File: config.mk
export PLATFORM = sky130hd
export DESIGN_NAME = gps_launch_sequencer
export DESIGN_NICKNAME = d
export VERILOG_FILES = /design/src/rtl/gps_launch_sequencer.sv
export SDC_FILE = /design/constraint.sdc
export NUM_CORES = 1
export LEC_CHECK = 0
export CAP_MARGIN = 20
export CORE_ASPECT_RATIO = 1.1
export CORE_UTILIZATION = 30
export CTS_CLUSTER_SIZE = 28
export DETAILED_ROUTE_END_ITERATION = 8
export SETUP_SLACK_MARGIN = 0.02
export SYNTH_ARGS = -nofsm -noshare
export SYNTH_HDL_FRONTEND = slang
export SYNTH_SLANG_ARGS = --single-unit
export TNS_END_PERCENT = 30
File: constraint.sdc
create_clock -name CLK -period 3.6 [get_ports CLK]
set_clock_uncertainty 0.15 [all_clocks]
set_input_delay 0.72 -clock CLK [delete_from_list [all_inputs] [get_ports CLK]]
set_output_delay 0.72 -clock CLK [all_outputs]
set_load 0.02 [all_outputs]
File: src/rtl/gps_launch_sequencer.sv
// Armed trigger sequencer: waits for an immediate, next-PPS or GPS-time-matched
// start event, then fires N_CH enable-masked, independently delayed START levels.

module gps_launch_ch #(
  parameter int DLY_W = 24
) (
  input  logic             CLK,
  input  logic             RESET_N,
  input  logic             dly_we_i,
  input  logic [DLY_W-1:0] dly_wdata_i,
  input  logic [DLY_W-1:0] cnt_i,
  input  logic             run_i,
  input  logic             en_i,
  input  logic             clr_i,
  output logic             start_o
);
  logic [DLY_W-1:0] dly_q;
  logic             start_q;

  always_ff @(posedge CLK or negedge RESET_N) begin
    if (!RESET_N) begin
      dly_q   <= '0;
      start_q <= 1'b0;
    end else begin
      if (dly_we_i) dly_q <= dly_wdata_i;
      if (clr_i)
        start_q <= 1'b0;
      else if (run_i && en_i && cnt_i == dly_q)
        start_q <= 1'b1;
    end
  end

  assign start_o = start_q;
endmodule

module gps_launch_sequencer #(
  parameter int          N_CH        = 4,
  parameter logic [15:0] BASE_ADDR   = 16'd200,
  parameter int          DLY_W       = 24,
  parameter int          SYNC_STAGES = 2
) (
  input  logic            CLK,
  input  logic            RESET_N,
  input  logic            TR,
  input  logic [15:0]     ADDR,
  input  logic [31:0]     DATA,
  input  logic            GPS_1PPS,
  input  logic            GPS_locked,
  input  logic [55:0]     GPS_time,
  output logic [N_CH-1:0] START,
  output logic            BUSY,
  output logic            ARMED,
  output logic            DONE,
  output logic            MISSED
);
  typedef enum logic [2:0] {S_IDLE, S_WAIT_PPS, S_WAIT_TIME, S_DLY, S_FIRED} state_t;

  state_t                 state_q;
  logic [DLY_W-1:0]       cnt_q;
  logic                   missed_q;
  logic [SYNC_STAGES-1:0] tr_sync_q, pps_sync_q;
  logic                   tr_last_q, pps_last_q;
  logic [1:0]             mode_q;
  logic [31:0]            tgt_date_q;
  logic [23:0]            tgt_tod_q;
  logic [N_CH-1:0]        ch_en_q;
  logic [N_CH-1:0]        start_w;

  logic        wr_stb, pps_stb, in_range, cfg_we, ctrl_wr, arm, abort;
  logic [15:0] off;

  // Async strobes: synchroniser chains plus rising-edge detect on the last stage.
  always_ff @(posedge CLK or negedge RESET_N) begin
    if (!RESET_N) begin
      tr_sync_q  <= '0;
      pps_sync_q <= '0;
      tr_last_q  <= 1'b0;
      pps_last_q <= 1'b0;
    end else begin
      tr_sync_q  <= {tr_sync_q[SYNC_STAGES-2:0], TR};
      pps_sync_q <= {pps_sync_q[SYNC_STAGES-2:0], GPS_1PPS};
      tr_last_q  <= tr_sync_q[SYNC_STAGES-1];
      pps_last_q <= pps_sync_q[SYNC_STAGES-1];
    end
  end

  assign wr_stb   = tr_sync_q[SYNC_STAGES-1] & ~tr_last_q;
  assign pps_stb  = pps_sync_q[SYNC_STAGES-1] & ~pps_last_q;
  assign off      = ADDR - BASE_ADDR;
  assign in_range = (ADDR >= BASE_ADDR);
  assign cfg_we   = wr_stb && in_range && (state_q == S_IDLE);
  assign ctrl_wr  = wr_stb && in_range && (off == 16'd0);
  assign abort    = ctrl_wr && DATA[1];
  assign arm      = ctrl_wr && DATA[0] && !DATA[1];

  always_ff @(posedge CLK or negedge RESET_N) begin
    if (!RESET_N) begin
      mode_q     <= '0;
      tgt_date_q <= '0;
      tgt_tod_q  <= '0;
      ch_en_q    <= '0;
    end else if (cfg_we) begin
      case (off)
        16'd1:   mode_q     <= DATA[1:0];
        16'd2:   tgt_date_q <= DATA;
        16'd3:   tgt_tod_q  <= DATA[23:0];
        16'd4:   ch_en_q    <= DATA[N_CH-1:0];
        default: ;
      endcase
    end
  end

  always_ff @(posedge CLK or negedge RESET_N) begin
    if (!RESET_N) begin
      state_q  <= S_IDLE;
      cnt_q    <= '0;
      missed_q <= 1'b0;
    end else if (abort) begin
      state_q <= S_IDLE;
      cnt_q   <= '0;
    end else begin
      cnt_q <= '0;
      case (state_q)
        S_IDLE: if (arm) begin
          missed_q <= 1'b0;
          case (mode_q)
            2'd1:    state_q <= S_DLY;
            2'd2:    state_q <= S_WAIT_TIME;
            2'd3:    state_q <= S_WAIT_PPS;
            default: state_q <= S_IDLE;
          endcase
        end
        S_WAIT_PPS: if (pps_stb && GPS_locked) state_q <= S_DLY;
        S_WAIT_TIME: if (pps_stb && GPS_locked) begin
          if (GPS_time == {tgt_date_q, tgt_tod_q})
            state_q <= S_DLY;
          else if (GPS_time > {tgt_date_q, tgt_tod_q}) begin
            missed_q <= 1'b1;
            state_q  <= S_IDLE;
          end
        end
        S_DLY: begin
          cnt_q <= (cnt_q == '1) ? cnt_q : cnt_q + 1'b1;
          // Registered START feeds back, so FIRED lands one cycle after the last set.
          if ((start_w & ch_en_q) == ch_en_q) state_q <= S_FIRED;
        end
        default: ;
      endcase
    end
  end

  for (genvar i = 0; i < N_CH; i++) begin : g_ch
    gps_launch_ch #(.DLY_W(DLY_W)) u_ch (
      .CLK        (CLK),
      .RESET_N    (RESET_N),
      .dly_we_i   (cfg_we && off == 16'(8 + i)),
      .dly_wdata_i(DATA[DLY_W-1:0]),
      .cnt_i      (cnt_q),
      .run_i      (state_q == S_DLY),
      .en_i       (ch_en_q[i]),
      .clr_i      (abort || state_q == S_IDLE),
      .start_o    (start_w[i])
    );
  end

  assign START  = start_w;
  assign BUSY   = (state_q != S_IDLE);
  assign ARMED  = (state_q == S_WAIT_PPS) || (state_q == S_WAIT_TIME);
  assign DONE   = (state_q == S_FIRED);
  assign MISSED = missed_q;
endmodule

Word-level counts from Yosys, hierarchy flattened --
Cells that the tools add are included.
Word-level totals: register bits after elaboration 196, input port bits 109, word-level logic and storage cells 123
Operators by class: add/sub/neg operators 2, $lt $le $gt $ge 2, eq/ne operators 32, multiplexer cells 25, bitwise operators 6, reductions and logical operators 37
Operators with widths (number):
- 24-bit equality test | 4
- 24-bit two-way mux | 3
- 16-bit by 4-bit equality test with 1-bit output, second input constant | 4
- 56-bit equality test | 1
- 56-bit greater-than comparator | 1
- 16-bit by 2-bit equality test with 1-bit output, second input constant | 2
- 24-bit by 1-bit adder with 24-bit output, second input constant | 1
- 24-bit equality test, second input constant | 1
- 3-bit two-way mux | 7
- 1-bit logical AND | 19
- 16-bit by 1-bit equality test with 1-bit output, second input constant | 1
- 16-bit by 3-bit equality test with 1-bit output, second input constant | 1
- 16-bit by 8-bit >= comparator with 1-bit output, second input constant | 1
- 16-bit zero test | 1
- 16-bit by 8-bit subtractor with 16-bit output, second input constant | 1
- 3-bit inequality test, second input constant | 5
- 1-bit two-way mux | 12
- 3-bit one-hot mux with 4 select lines | 1
- 6-bit AND reduction | 2
- 2-bit nonzero test | 5
- 2-bit inequality test, second input constant | 4
- 2-bit AND reduction | 4
- 3-bit by 2-bit equality test with 1-bit output, second input constant | 2
- 2-bit one-hot mux with 3 select lines | 1
- 15 further kinds | 20

Longest topological paths before layout --
depth in word-level cells 9, gate-level depth with buffers 11

Hierarchy --
From an unflattened synthesis, not the netlist that was laid out.
Second synthesis, totals: cells, all modules 916, area, all modules 10805.4 µm²
Modules (own cells, without submodules):
- gps_launch_sequencer | times used 1, cells an instance 564, area an instance 6010.8 µm², seq. area each 2402.3 µm²
- gps_launch_ch | times used 4, cells an instance 88, area an instance 1198.6 µm², seq. area each 625.6 µm²

Worst setup path before layout --
No wires, ideal clock.
path kind input to register, start point input ADDR[3], end point register tgt_date_q[13], library setup time 0.128 ns, data arrival time 3.069 ns, data required time 3.322 ns, slack 0.253 ns, cell stages on the path 10, cell sequence inv_1 ha_1 nor2b_1 o211ai_1 o31ai_1 nand4_1 nor4b_4 nand3_1 buf_2 mux2_1
Between the ends: longest elaborated chain between the ends 4, elaborated cells between the ends (all ways) 6, classes of those cells add/sub (1); order compare (1); eq/ne (1); reduce/logical (3)
RTL lines:
- from (decl) | RTL line 45 | input logic [15:0] ADDR,
- parallel branches: the longest is 3 deep, another holds 16-bit by 8-bit subtractor with 16-bit output
- 2-bit AND reduction (no source line) (*)
- to (signal assigned) | RTL line 99 | tgt_date_q <= '0;
- to (signal assigned) | RTL line 105 | 16'd2: tgt_date_q <= DATA;
- to (decl) | RTL line 64 | logic [31:0] tgt_date_q;
Mark *: on every way between the ends. A chain may end at the register's enable or synchronous reset.

Worst setup path after layout --
start point input GPS_time[17], end point register state_q[0]
Between the ends: longest elaborated chain between the ends 5, elaborated cells between the ends (all ways) 8, classes of those cells order compare (1); eq/ne (2); mux (4); reduce/logical (1)
RTL lines:
- from (decl) | RTL line 49 | input logic [55:0] GPS_time,
- parallel branches: the longest is 5 deep, another holds 56-bit greater-than comparator
- to (signal assigned) | RTL line 119 | state_q <= S_IDLE;
- to (signal assigned) | RTL line 133 | S_WAIT_PPS: if (pps_stb && GPS_locked) state_q <= S_DLY;
- to (signal assigned) | RTL line 136 | state_q <= S_DLY;
- to (decl) | RTL line 58 | state_t state_q;
Parallel ways; which one is timed is not known. The select of a mux whose other input is x is not followed.

==> implementation parameters <==
Parameter                              Value

Critical path
  CP Launch Type    primary input
  Element type at the critical path end    register
  Required time at the endpoint of the critical path    roughly 3800 ps
  Number of buffer and inverter stages on the critical path    2
  Critical path data arrival time    between 3000 and 4000 ps
  Worst setup path category    in2reg
  Start point of the critical path    GPS_time[17]
  Kind of cell adding the most delay to the critical path    simple AND/OR/NAND/NOR gates
  Critical Path, Cell by Cell    clkdlybuf4s50_1 > ha_1 > nand4_1 > nor4_2 > buf_4 > nand2_2 > or4_1 > a22oi_1 > or4b_2 > a211oi_2
  R2R Path Start    tgt_tod_q[18]$_DFFE_PN0P_
  Standard cell with the maximum stage delay on the critical path    or4b_2
  Maximum fanout along the worst path    2
  Delay of the slowest cell on the worst path    just over 600 ps

CTS
  Number of hold buffers added after cts    0
  Worst skew pair latency    between 400 and 500 ps
  Buffers inserted during post-CTS setup optimization    0
  Clock-pin slew reported for the worst setup and hold paths after clock tree synthesis    roughly 70 ps
  Number of levels the H-tree was split into    4
  Clock tree root buffer cell    clkbuf_16
  Number of buffers created by CTS    17
  Maximum buffer depth of the clock tree    2
  Clock tree from TritonCTS    yes
  Clock sinks    just under 200

STA
  Final clock period utilization by the worst path    0.963
  Final setup TNS    0 ps
  Unrepaired setup endpoints after global routing    no
  Max-slew headroom at the worst pin    0.489
  Final critical-path required period    3470 ps
  Final setup violating endpoints    0
  Final number of max-transition violations    0
  Maximum clock rate    slightly below 300 MHz
  Actual transition at the worst max-transition pin    758 ps
  Total count of hold-check failures in the final report    0

Synthesis
  Yosys warning total    0
  Flops & latches, synth    196
  Number of synthesized flops with an enable pin    0
  Sequential fraction of the synthesis area    0.462
  Cell accounting for the most synthesized area    dfrtp_1
  Asr flop ratio synth    1.00
  Synthesized area per cell    11.2 um^2
  Top cells by area in the synthesized netlist    dfrtp_1 46%, mux2_2 17%, ha_1 7.2%, xnor2_1 7.2%, inv_1 2.6%
  Fraction of post-synthesis cell area in the top cell type by area    0.462
  Top FF cell, synth    dfrtp_1
  Most common library cells after synthesis    196 x dfrtp_1, 157 x mux2_2, 87 x xnor2_1
  Cell area after synthesis    ~11000 um^2
  Post-Syn Nets    ~1.1k
  Number of instances in the synthesized netlist    950
  Library cells used by synthesis    51
  Count leader, synth    dfrtp_1

Run status
  Result of the run    finished clean

Final layout
  Layout cells sized above 1    0.243
  Number of nets in the final layout    1262
  Final antenna diode count    0
  Post-Layout Cell Count    around 1.5k
  Area added between synthesis and finish    25.1%
  Number of fillers in the final layout    3343

Global route
  Antenna violations before repair    0
  Vias in the first global route    7857
  Overall track demand over capacity in global routing    0.160
  Grt total ovfl    0
  Largest net degree at the start of global routing    84
  Wire length of the first global-routing pass    44.0 mm

Place
  Port bufs    about 120
  Placed cell count    ~1.5k
  Last weighted congestion value of the routability-driven placer    between 0.8 and 0.9
  HPWL Detailed    20.7 mm

Drt
  Number of vias after detailed routing    about 7.6k
  Drt via density    a little under 5
  Routed wire per std cell    approximately 18 um
  Routed Antenna Nets    0
  First-iteration detailed-routing DRC count    roughly 500
  DR DRC count    0
  Final wirelength    roughly 28 mm
  Number of search-and-repair iterations in the first detailed-routing pass    5

Die
  Die span in y    between 150 and 200 um
  Initial cell density of the core    0.308
  Number of I/O pins    about 120
  DIE WIDTH    around 180 um
  Row Count    a little over 70
  Floorplan core area    between 30000 and 40000 um^2
  Total Die Area    about 36000 um^2

Min path
  Hold WC Path Type    in2async

Power and ir drop
  Peak supply drop    just under 0.3 mV
  Cell area power density    about 340 nW/um^2
  Static leakage    6.03 nW
  Final Total Pwr    between 4 and 5 mW

Job
  Number of violations of the max-capacitance limit    0
cell families after synthesis:
group,after synthesis,share of synthesized area
AND/OR/NAND/NOR,210,0.107
AO/OA/AOI/OAI,80,0.0464
buffers and inverters,126,0.0474
multiplexers,160,0.169
flip-flops,196,0.462
adder cells (fa/ha/maj),61,0.0718
XOR/XNOR,117,0.0964
worst register-to-register path, cell delays in order (launching register included):
cell and delay (ps):
dfrtp_1 350, inv_1 50, ha_1 290, nand4_1 140
nor4_2 270, buf_4 160, nand2_2 110, or4_1 530
a22oi_1 200, or4b_2 610, a211oi_2 230
final timing paths:
check / end / slack [ps] / depth (start not counted)
max: state_q[0]$_DFFE_PN0P_ / 130 / 10
min: tgt_tod_q[23]$_DFFE_PN0P_ / 140 / 1
max reg2reg: state_q[0]$_DFFE_PN0P_ / 440 / 10
min reg2reg: tr_sync_q[1]$_DFF_PN0_ / 210 / 0
max in group asynchronous: g_ch[2].u_ch.dly_q[11]$_DFFE_PN0P_ / 2260 / 2
min in group CLK: tr_sync_q[1]$_DFF_PN0_ / 210 / 0
sequential cells by signal, summed over array words and instances (netlist names), 2 cells and up:
signal             flops
g_ch.u_ch.start_o      4
g_ch.u_ch.dly_q       96
cnt_q                 24
mode_q                 2
pps_sync_q             2
state_q                3
ch_en_q                4
tr_sync_q              2
tgt_tod_q             24
tgt_date_q            32
power by group:
part	leakage, nW	total (mW)	switching (mW)	internal [mW]
clock	0.291	1.92	0.930	0.990
combinational	3.05	0.338	0.166	0.172
sequential	2.69	2.21	0.00205	2.20
total	6.03	4.46	1.10	3.37
area by class of cell:
cell class | count | area (um^2) | area share
Clock inverter | 15 | 159 | 0.0120
Timing Repair Buffer | 175 | 1720 | 0.129
Multi-Input combinational cell | 628 | 5260 | 0.395
Tap cell | 438 | 548 | 0.0412
Sequential cell | 196 | 4900 | 0.369
Clock buffer | 17 | 425 | 0.0320
Inverter | 74 | 278 | 0.0209
per-stage QoR:
stage / hold slack [ps] / setup slack, ps / util / cell area [um^2]
finish: 143 / 132 / 0.385 / 13300
CTS: 192 / 23.2 / 0.384 / 13300
global placement: 186 / -340 / 0.367 / 12700
floorplan: 181 / 253 / - / 10600
detailed placement: 189 / -422 / 0.367 / 12700
global route: 188 / 41.6 / 0.385 / 13300
cell usage in the layout, fill, tap and decap left out, types with 4 or more instances in the layout:
cell             Yosys  layout
dfrtp_1            196     196
mux2_2             157     157
clkdlybuf4s50_1      0     115
xnor2_1             87      87
inv_1               74      74
ha_1                61      61
buf_4                4      50
nor2_1              43      43
nand4_1             38      38
nand2_1             34      33
a21oi_1             32      32
xor2_1              30      30
nor3_1              25      25
nand3_1             20      19
o21ai_0             17      17
clkbuf_16            0      17
nor4_1              11       9
buf_12               0       9
inv_6                0       6
nor2b_1              6       5
nand3_2              4       5
a41oi_1              5       5
and3_1               4       4
and4_1               4       4
inv_8                0       4
per-layer routing:
metal  wire length [um]  GRT usage
met1              13100      0.215
met2              12700      0.264
met3               1390     0.0321
met4                371     0.0402
met5                  0          0
timing repair:
item	CTS	global route
gates resized for setup	0	7
setup endpoints to repair	0	176
hold endpoints to repair	0	0
(Power assumes the default switching activity.)
